$ cat config.mk
export PLATFORM = sky130hd
export DESIGN_NAME = pipe_hazard_ctrl_flat
export DESIGN_NICKNAME = d
export VERILOG_FILES = /design/src/rtl/pipe_hazard_if.sv /design/src/rtl/pipe_hazard_ctrl.sv /design/src/flat_wrapper.sv
export SDC_FILE = /design/constraint.sdc
export NUM_CORES = 1
export LEC_CHECK = 0
export BUFFER_PORTS_ARGS = -buffer_cell sky130_fd_sc_hd__buf_2
export CORE_ASPECT_RATIO = 0.75
export CORE_MARGIN = 10
export CORE_UTILIZATION = 45
export CTS_BUF_LIST = sky130_fd_sc_hd__clkbuf_16
export CTS_CLUSTER_DIAMETER = 200
export CTS_CLUSTER_SIZE = 25
export DETAILED_ROUTE_END_ITERATION = 7
export PLACE_DENSITY = 0.81
export SYNTH_ARGS = -nofsm -noshare
export SYNTH_HDL_FRONTEND = slang
export SYNTH_SLANG_ARGS = --single-unit
$ cat constraint.sdc
create_clock -name clk -period 2.1 [get_ports clk]
set_clock_uncertainty 0.15 [all_clocks]
set_input_delay 0.21 -clock clk [delete_from_list [all_inputs] [get_ports clk]]
set_output_delay 0.21 -clock clk [all_outputs]
set_load 0.03 [all_outputs]
$ cat src/rtl/pipe_hazard_if.sv
// Hazard request/response bundle between pipeline stages and the stall/flush scheduler.
// master = pipeline side raising requests, slave = scheduler driving stall/flush.
`timescale 1ns/1ps
interface pipe_hazard_if;
  logic        id_stallreq_i;
  logic        ex_stallreq_i;
  logic        branch_flush_i;
  logic [31:0] branch_target_i;
  logic [5:0]  stall_o;
  logic        flush_o;
  logic [31:0] new_pc_o;
  logic        ex_timeout_o;
  logic [31:0] perf_stall_cnt_o;
  logic [31:0] perf_flush_cnt_o;

  modport master (
    output id_stallreq_i, ex_stallreq_i, branch_flush_i, branch_target_i,
    input  stall_o, flush_o, new_pc_o, ex_timeout_o, perf_stall_cnt_o, perf_flush_cnt_o
  );

  modport slave (
    input  id_stallreq_i, ex_stallreq_i, branch_flush_i, branch_target_i,
    output stall_o, flush_o, new_pc_o, ex_timeout_o, perf_stall_cnt_o, perf_flush_cnt_o
  );
endinterface

$ cat src/rtl/pipe_hazard_ctrl.sv
// Five-stage pipeline stall/flush scheduler: same-cycle stall/flush response, watchdog-bounded EX stalls.
// Optional PIPE_PERF_CNT_EN builds free-running stall/flush cycle counters.
`timescale 1ns/1ps
module pipe_hazard_ctrl #(
  parameter int unsigned MAX_EX_STALL = 64,
  parameter int unsigned FLUSH_CYCLES = 2,
  parameter int unsigned CNT_W        = 7
) (
  input  logic         clk,
  input  logic         rst,
  pipe_hazard_if.slave hz
);

  typedef enum logic [2:0] {RUN, LU_STALL, EX_STALL, EX_ABORT, FLUSH} state_t;

  localparam logic [5:0]       STALL_LU = 6'b000111;
  localparam logic [5:0]       STALL_EX = 6'b001111;
  localparam logic [CNT_W-1:0] EX_MAX   = CNT_W'(MAX_EX_STALL);
  localparam logic [3:0]       FL_LAST  = 4'(FLUSH_CYCLES - 1);
  localparam bit               FL_MULTI = (FLUSH_CYCLES > 1);

  state_t           state_q, state_d;
  logic [CNT_W-1:0] excnt_q, excnt_d;
  logic [3:0]       fcnt_q, fcnt_d;
  logic [31:0]      target_q, target_d;
  logic             timeout_q, timeout_d;
  logic [5:0]       stall_c;
  logic             flush_c;
  logic [31:0]      new_pc_c;

  always_ff @(posedge clk) begin
    if (rst) begin
      state_q   <= RUN;
      excnt_q   <= '0;
      fcnt_q    <= '0;
      target_q  <= '0;
      timeout_q <= 1'b0;
    end else begin
      state_q   <= state_d;
      excnt_q   <= excnt_d;
      fcnt_q    <= fcnt_d;
      target_q  <= target_d;
      timeout_q <= timeout_d;
    end
  end

  always_comb begin
    state_d   = state_q;
    excnt_d   = excnt_q;
    fcnt_d    = fcnt_q;
    target_d  = target_q;
    timeout_d = timeout_q;
    stall_c   = '0;
    flush_c   = 1'b0;
    new_pc_c  = target_q;

    if (state_q == FLUSH) begin
      // Every request is dropped while the flush window runs out.
      flush_c = 1'b1;
      if (fcnt_q >= FL_LAST) begin
        state_d = RUN;
        fcnt_d  = '0;
      end else begin
        fcnt_d = fcnt_q + 4'd1;
      end
    end else if (hz.branch_flush_i) begin
      flush_c  = 1'b1;
      new_pc_c = hz.branch_target_i;
      target_d = hz.branch_target_i;
      excnt_d  = '0;
      fcnt_d   = 4'd1;
      state_d  = FL_MULTI ? FLUSH : RUN;
    end else if (state_q == EX_STALL) begin
      if (hz.ex_stallreq_i) begin
        if (excnt_q < EX_MAX) begin
          stall_c = STALL_EX;
          excnt_d = excnt_q + CNT_W'(1);
        end else begin
          timeout_d = 1'b1;
          excnt_d   = '0;
          state_d   = EX_ABORT;
        end
      end else begin
        excnt_d = '0;
        if (hz.id_stallreq_i) begin
          stall_c = STALL_LU;
          state_d = LU_STALL;
        end else begin
          state_d = RUN;
        end
      end
    end else if (state_q == EX_ABORT) begin
      if (!hz.ex_stallreq_i)
        state_d = RUN;
    end else if (hz.ex_stallreq_i) begin
      stall_c = STALL_EX;
      excnt_d = CNT_W'(1);
      state_d = EX_STALL;
    end else if (hz.id_stallreq_i && state_q == RUN) begin
      // The bubble is inserted once; in LU_STALL the load has reached MEM and forwarding covers it.
      stall_c = STALL_LU;
      state_d = LU_STALL;
    end else begin
      state_d = RUN;
    end
  end

  assign hz.stall_o      = rst ? 6'd0  : stall_c;
  assign hz.flush_o      = rst ? 1'b0  : flush_c;
  assign hz.new_pc_o     = rst ? 32'd0 : new_pc_c;
  assign hz.ex_timeout_o = timeout_q;

`ifdef PIPE_PERF_CNT_EN
  logic [31:0] perf_stall_q, perf_flush_q;

  always_ff @(posedge clk) begin
    if (rst) begin
      perf_stall_q <= '0;
      perf_flush_q <= '0;
    end else begin
      if (stall_c != 6'd0) perf_stall_q <= perf_stall_q + 32'd1;
      if (flush_c)         perf_flush_q <= perf_flush_q + 32'd1;
    end
  end

  assign hz.perf_stall_cnt_o = perf_stall_q;
  assign hz.perf_flush_cnt_o = perf_flush_q;
`else
  assign hz.perf_stall_cnt_o = 32'd0;
  assign hz.perf_flush_cnt_o = 32'd0;
`endif

endmodule

$ cat src/flat_wrapper.sv
// flat-port wrapper written by rule: the top's interface ports become plain ports
module pipe_hazard_ctrl_flat 
#(
  parameter int unsigned MAX_EX_STALL = 64,
  parameter int unsigned FLUSH_CYCLES = 2,
  parameter int unsigned CNT_W        = 7
)
  (clk, rst, hz_id_stallreq_i, hz_ex_stallreq_i, hz_branch_flush_i, hz_branch_target_i, hz_stall_o, hz_flush_o, hz_new_pc_o, hz_ex_timeout_o, hz_perf_stall_cnt_o, hz_perf_flush_cnt_o);
  pipe_hazard_if hz_i ();
  input  logic clk;
  input  logic rst;
  input wire logic [$bits(hz_i.id_stallreq_i)-1:0] hz_id_stallreq_i;
  input wire logic [$bits(hz_i.ex_stallreq_i)-1:0] hz_ex_stallreq_i;
  input wire logic [$bits(hz_i.branch_flush_i)-1:0] hz_branch_flush_i;
  input wire logic [$bits(hz_i.branch_target_i)-1:0] hz_branch_target_i;
  output wire logic [$bits(hz_i.stall_o)-1:0] hz_stall_o;
  output wire logic [$bits(hz_i.flush_o)-1:0] hz_flush_o;
  output wire logic [$bits(hz_i.new_pc_o)-1:0] hz_new_pc_o;
  output wire logic [$bits(hz_i.ex_timeout_o)-1:0] hz_ex_timeout_o;
  output wire logic [$bits(hz_i.perf_stall_cnt_o)-1:0] hz_perf_stall_cnt_o;
  output wire logic [$bits(hz_i.perf_flush_cnt_o)-1:0] hz_perf_flush_cnt_o;
  assign hz_i.id_stallreq_i = hz_id_stallreq_i;
  assign hz_i.ex_stallreq_i = hz_ex_stallreq_i;
  assign hz_i.branch_flush_i = hz_branch_flush_i;
  assign hz_i.branch_target_i = hz_branch_target_i;
  assign hz_stall_o = hz_i.stall_o;
  assign hz_flush_o = hz_i.flush_o;
  assign hz_new_pc_o = hz_i.new_pc_o;
  assign hz_ex_timeout_o = hz_i.ex_timeout_o;
  assign hz_perf_stall_cnt_o = hz_i.perf_stall_cnt_o;
  assign hz_perf_flush_cnt_o = hz_i.perf_flush_cnt_o;
  pipe_hazard_ctrl #(.MAX_EX_STALL(MAX_EX_STALL), .FLUSH_CYCLES(FLUSH_CYCLES), .CNT_W(CNT_W)) u_core (.clk(clk), .rst(rst), .hz(hz_i));
endmodule
Word-level counts from Yosys, hierarchy flattened --
Cells that the tools add are included.
Operators by class: add/sub/neg operators 2, $lt $le $gt $ge 2, eq/ne operators 7, multiplexer cells 36, bitwise gates (word level) 3, reductions and logical operators 7
Operators with widths (count):
- $mux 32 | 3
- $mux 6 | 7
- $mux 7 | 6
- $mux 3 | 11
- $mux 4 | 4
- $add 7x1->7 const B | 1
- $lt 7x7->1 const B | 1
- $eq 3x2->1 const B | 2
- $reduce_and 3->1 | 2
- $mux 1 | 5
- $ne 5x3->1 const B | 1
- $ne 5x4->1 const B | 1
- $reduce_and 5->1 | 1
- $add 4x1->4 const B | 1
- $ge 4x1->1 const B | 1
- $eq 3x3->1 const B | 1
- $logic_not 3->1 | 1
- $ne 3x2->1 const B | 1
- $not 1->1 | 3
- $reduce_bool 3->1 | 1
- $ne 2x2->1 const B | 1
- $reduce_bool 2->1 | 1
- $logic_and 1x1->1 | 1
Word-level totals: register bits after elaboration 47, output and inout port bits 104, logic and storage cells 62

Longest topological paths before layout --
depth in word-level cells 9, depth in mapped cells 7, gate-level depth less buffers 6

Worst setup path before layout --
No wires, ideal clock.
kind flip-flop to output port, from reg u_core.state_q[2], to out hz_stall_o[3], arrival time 1.868 ns, data required time 1.740 ns, setup slack -0.128 ns, cell stages (with the launch flop) 5, path through dfxtp_1 > and2b_2 > a22o_2 > nor4_1 > a21boi_0
Between the ends: longest elaborated chain between the ends 6, elaborated cells between the ends (all ways) 8, classes of those cells 3 x eq/ne; 5 x mux
RTL lines:
- start, declared | line pipe_hazard_ctrl.sv:22 | state_t state_q, state_d;
- start signal, assigned | line pipe_hazard_ctrl.sv:39 | state_q <= state_d;
- $eq 3x2->1 | line pipe_hazard_ctrl.sv:92 | end else if (state_q == EX_ABORT) begin
- $mux 6 | line pipe_hazard_ctrl.sv:92
- $mux 6 | line pipe_hazard_ctrl.sv:73 | end else if (state_q == EX_STALL) begin
- $mux 6 | line pipe_hazard_ctrl.sv:66 | end else if (hz.branch_flush_i) begin
- $mux 6 * | line pipe_hazard_ctrl.sv:57 | if (state_q == FLUSH) begin
- $mux 6 * | line pipe_hazard_ctrl.sv:108 | assign hz.stall_o = rst ? 6'd0 : stall_c;
- end, declared | line flat_wrapper.sv:16 | output wire logic [$bits(hz_i.stall_o)-1:0] hz_stall_o;
Every way passes the cells marked *; elsewhere a longest branch is shown, timed or not.

Final worst setup path --
from reg u_core.state_q[2], to out hz_new_pc_o[15]
Between the ends: longest elaborated chain between the ends 3
RTL lines:
- $eq 3x3->1 | line pipe_hazard_ctrl.sv:57
- $mux 32 | line pipe_hazard_ctrl.sv:57
- $mux 32 | line pipe_hazard_ctrl.sv:110 | assign hz.new_pc_o = rst ? 32'd0 : new_pc_c;
- end, declared | line flat_wrapper.sv:18 | output wire logic [$bits(hz_i.new_pc_o)-1:0] hz_new_pc_o;
Every way passes these cells.

==> results.cfg <==
[synthesis]
synth_area_leaders = dfxtp_1 (37%), buf_4 (20%), nand2_1 (10%)
syn_area_um2 = 2541
postSynthRegisterBits = 47
seq_area_frac_synth_pct = 37.03
synth.yosys.warnings = 0
syn-instance-count = 317
ys_types = 47
post_synth.cell_area_avg_um2 = 8.016
post-synth-top-area-fraction_pct = 37.03
synth_top_area_cell = dfxtp_1

[placed_design]
placement.setup.worst_slack_ns = 0.007299
hpwl_mm = 4.982
gp_congestion = 0.8931
placement.io_buffers = 74

[critical_path]
critical_path.max_fanout = 8
setup.worst_path.class = flip-flop to output pin
critical_path_arrival_ns = 1.77
cp_slowest_cell = or3b_4
cp_data_required_time_ns = 1.74
cpPeakStageDelay_ns = 0.44
crit_path_capture_type = output pin
sort_of_element_at_the_start_of_the_critical_path = flip-flop
cp_cell_sequence = or3b_4 > nand2_8 > buf_12 > nand2_1 > a21oi_2 > buf_6

[global_routing]
first_global_vias = 2205
antenna_found_initial = 0
globalRouteOverflowTotal = 0
grt_max_degree = 34
wire_length_of_the_first_global_routing_pass_mm = 11.61
grt_util_all_layers_pct = 15.55

[drt]
ant_nets = 0
wl_mm = 7.930
route.detailed.vias_per_inst = 4.649
num_vias = 2236
detail_route.first_pass.iterations = 4
detail_route.drc_violations = 0
drt-initial-drc-count = 102
routed_wire_length_per_instance_um = 16.49

[timing]
fin_worst_hold_slack_ns = 0.02633
tightestPinTransition_ns = 0.5812
setup_viol = 14
timing.final.crit_period_ns = 2.128
hold_violations = 0
slew_headroom_pct = 61.02
unrepaired_setup_endpoints_after_global_routing = true
timing.final.crit_share_pct = 101.3
max_clock_freq_ghz = 0.4700
fin_ws_ns = -0.02766
final-max-slew-violation-count = 0

[min_path]
min_path_type = input pin to flip-flop

[power]
peakVddDrop_uv = 401.2
p_seq_share_pct = 38.6
leakage_power_nw = 1.544
p_int_mw = 1.622
pwr-share-comb_pct = 29.4
relative_contribution_of_the_clock_network_to_total_power_pct = 32.1
cellPowerDensity_nw_per_um2 = 717.4
net_sw_power_uw = 867.5
power.switching_fraction_pct = 34.84

[clock_network]
clock_path_buffers = 2
cts_root_buffer = clkbuf_16
cts_tree = yes
worstSkewPairLatency_ns = 0.29
cts.sink_count = 47
clkTransAtPathRegs_ns = 0.07
cts_made_buffers = 5
post_cts_hold_buffer_count = 0
cts_htree_levels = 2

[final_layout]
drive_gt1_share_pct = 40.89
antennaDiodeCount = 0
post-route-util_pct = 64.15
final_net_count = 446
final_cell_mix = conb_1 (66), nand2_1 (57), dfxtp_1 (45)
layout_commonest_cell = conb_1
syn_to_final_growth_pct = 36.58

[floorplan]
ioPinCount = 141
fp.coreArea_um2 = 5410
initial_utilization_pct = 46.97
fp.dieH_um = 85.08
fp.dieW_um = 106.8
number_of_rows_created_at_floorplan = 23
die_area_um2 = 9084

[status]
violations = negative setup slack
result_of_the_run = finished, violations left

[flow_run]
cap_viol_max_count = 0
## timing repair
action / CTS / global route
cloned: 1 / 3
buffers inserted: 3 / 10
resized for setup: 105 / 20
pin swaps: 6 / 31
endpoints found under the setup margin: 33 / 34
## power by group through the flow
stage / Combinational [mW] / Clock (mW) / Sequential, mW
2_1_floorplan: 0.522 / 0 / 0.973
3_3_place_gp: 0.534 / 0 / 0.974
3_5_place_dp: 0.541 / 0 / 0.976
4_1_cts: 0.651 / 0.816 / 0.956
5_1_grt: 0.779 / 0.875 / 0.964
6_report: 0.732 / 0.798 / 0.960
## final timing paths
kind | startpoint | to | slack [ns] | cells past startpoint
max | u_core.state_q[2] | hz_new_pc_o[15] | -0.03 | 6
min | hz_branch_target_i[19] | u_core.target_q[19] | 0.03 | 3
max reg2reg | u_core.state_q[2] | u_core.state_q[2] | 0.13 | 6
min reg2reg | u_core.target_q[26] | u_core.target_q[26] | 0.31 | 2
## cells in the mapped netlist, drive strengths merged
cell type,count
nor3b,2
ha,4
or3b,2
and2,2
nor4,5
nor4b,1
buf,77
nand2,69
o21ai,7
nor2,12
a31oi,2
nor3,4
nand2b,4
dfxtp,47
nor2b,1
o31ai,3
nand3,3
and2b,2
conb,1
or4,2
a21oi,41
a22o,1
or2b,1
a211oi,1
mux2i,2
o211ai,1
nand3b,1
a221oi,1
a32o,1
o21a,1
clkbuf,5
a21boi,1
a311oi,1
inv,6
or2,2
and3,1
## area by class of cell
class	count	area [µm²]
fillers	440	1939
multi-input cells	248	1441
flip-flops and latches	47	945.9
repair buffers	97	817.0
clock buffers	5	125.1
well taps	75	93.84
clock inverters	3	25.02
inverters	6	22.52
## metrics by stage
| stage | total power, mW | setup TNS [ns] | cells | instance area [µm²] |
|---|---|---|---|---|
| 5_1_grt | 2.617 | -2.332 | 481 | 3471 |
| 6_report | 2.490 | -0.1699 | 481 | 3471 |
| 2_1_floorplan | 1.495 | 0 | 382 | 2785 |
| 4_1_cts | 2.424 | -0.2384 | 468 | 3262 |
| 3_3_place_gp | 1.509 | 0 | 456 | 2716 |
| 3_5_place_dp | 1.517 | 0 | 456 | 2716 |
## sequential cells by signal (all words and copies together), names as in the netlist
signal                  cells
u_core.excnt_q              7
u_core.hz.ex_timeout_o      1
u_core.fcnt_q               4
u_core.target_q            32
u_core.state_q              3
## critical path: cells and delay by family (launching register included)
kind,cells,cell delay (ns)
simple gates,3,0.63
flops,1,0.36
buf+inv,2,0.30
compound gates,1,0.20
## cells by family (layout without fill, tap and decap cells)
kind of cell | Yosys count | after routing | synth area share, %
other | 1 | 66 | 0.1476
buffers and inverters | 88 | 111 | 24.42
AO/OA/AOI/OAI | 61 | 61 | 14.08
AND/OR/NAND/NOR | 114 | 115 | 21.57
multiplexers | 2 | 2 | 0.7878
adder cells (fa/ha/maj) | 4 | 4 | 1.970
flip-flops | 47 | 47 | 37.03
## per-layer routing
metal / up-vias / routed length, µm / GRT usage (%)
li1: 1100 / - / -
met1: 1044 / 3257 / 17.97
met2: 88 / 4092 / 27.02
met3: 4 / 558 / 5.740
met4: 0 / 22 / 2.945
met5: - / 0 / 0
(Power assumes the default switching activity.)
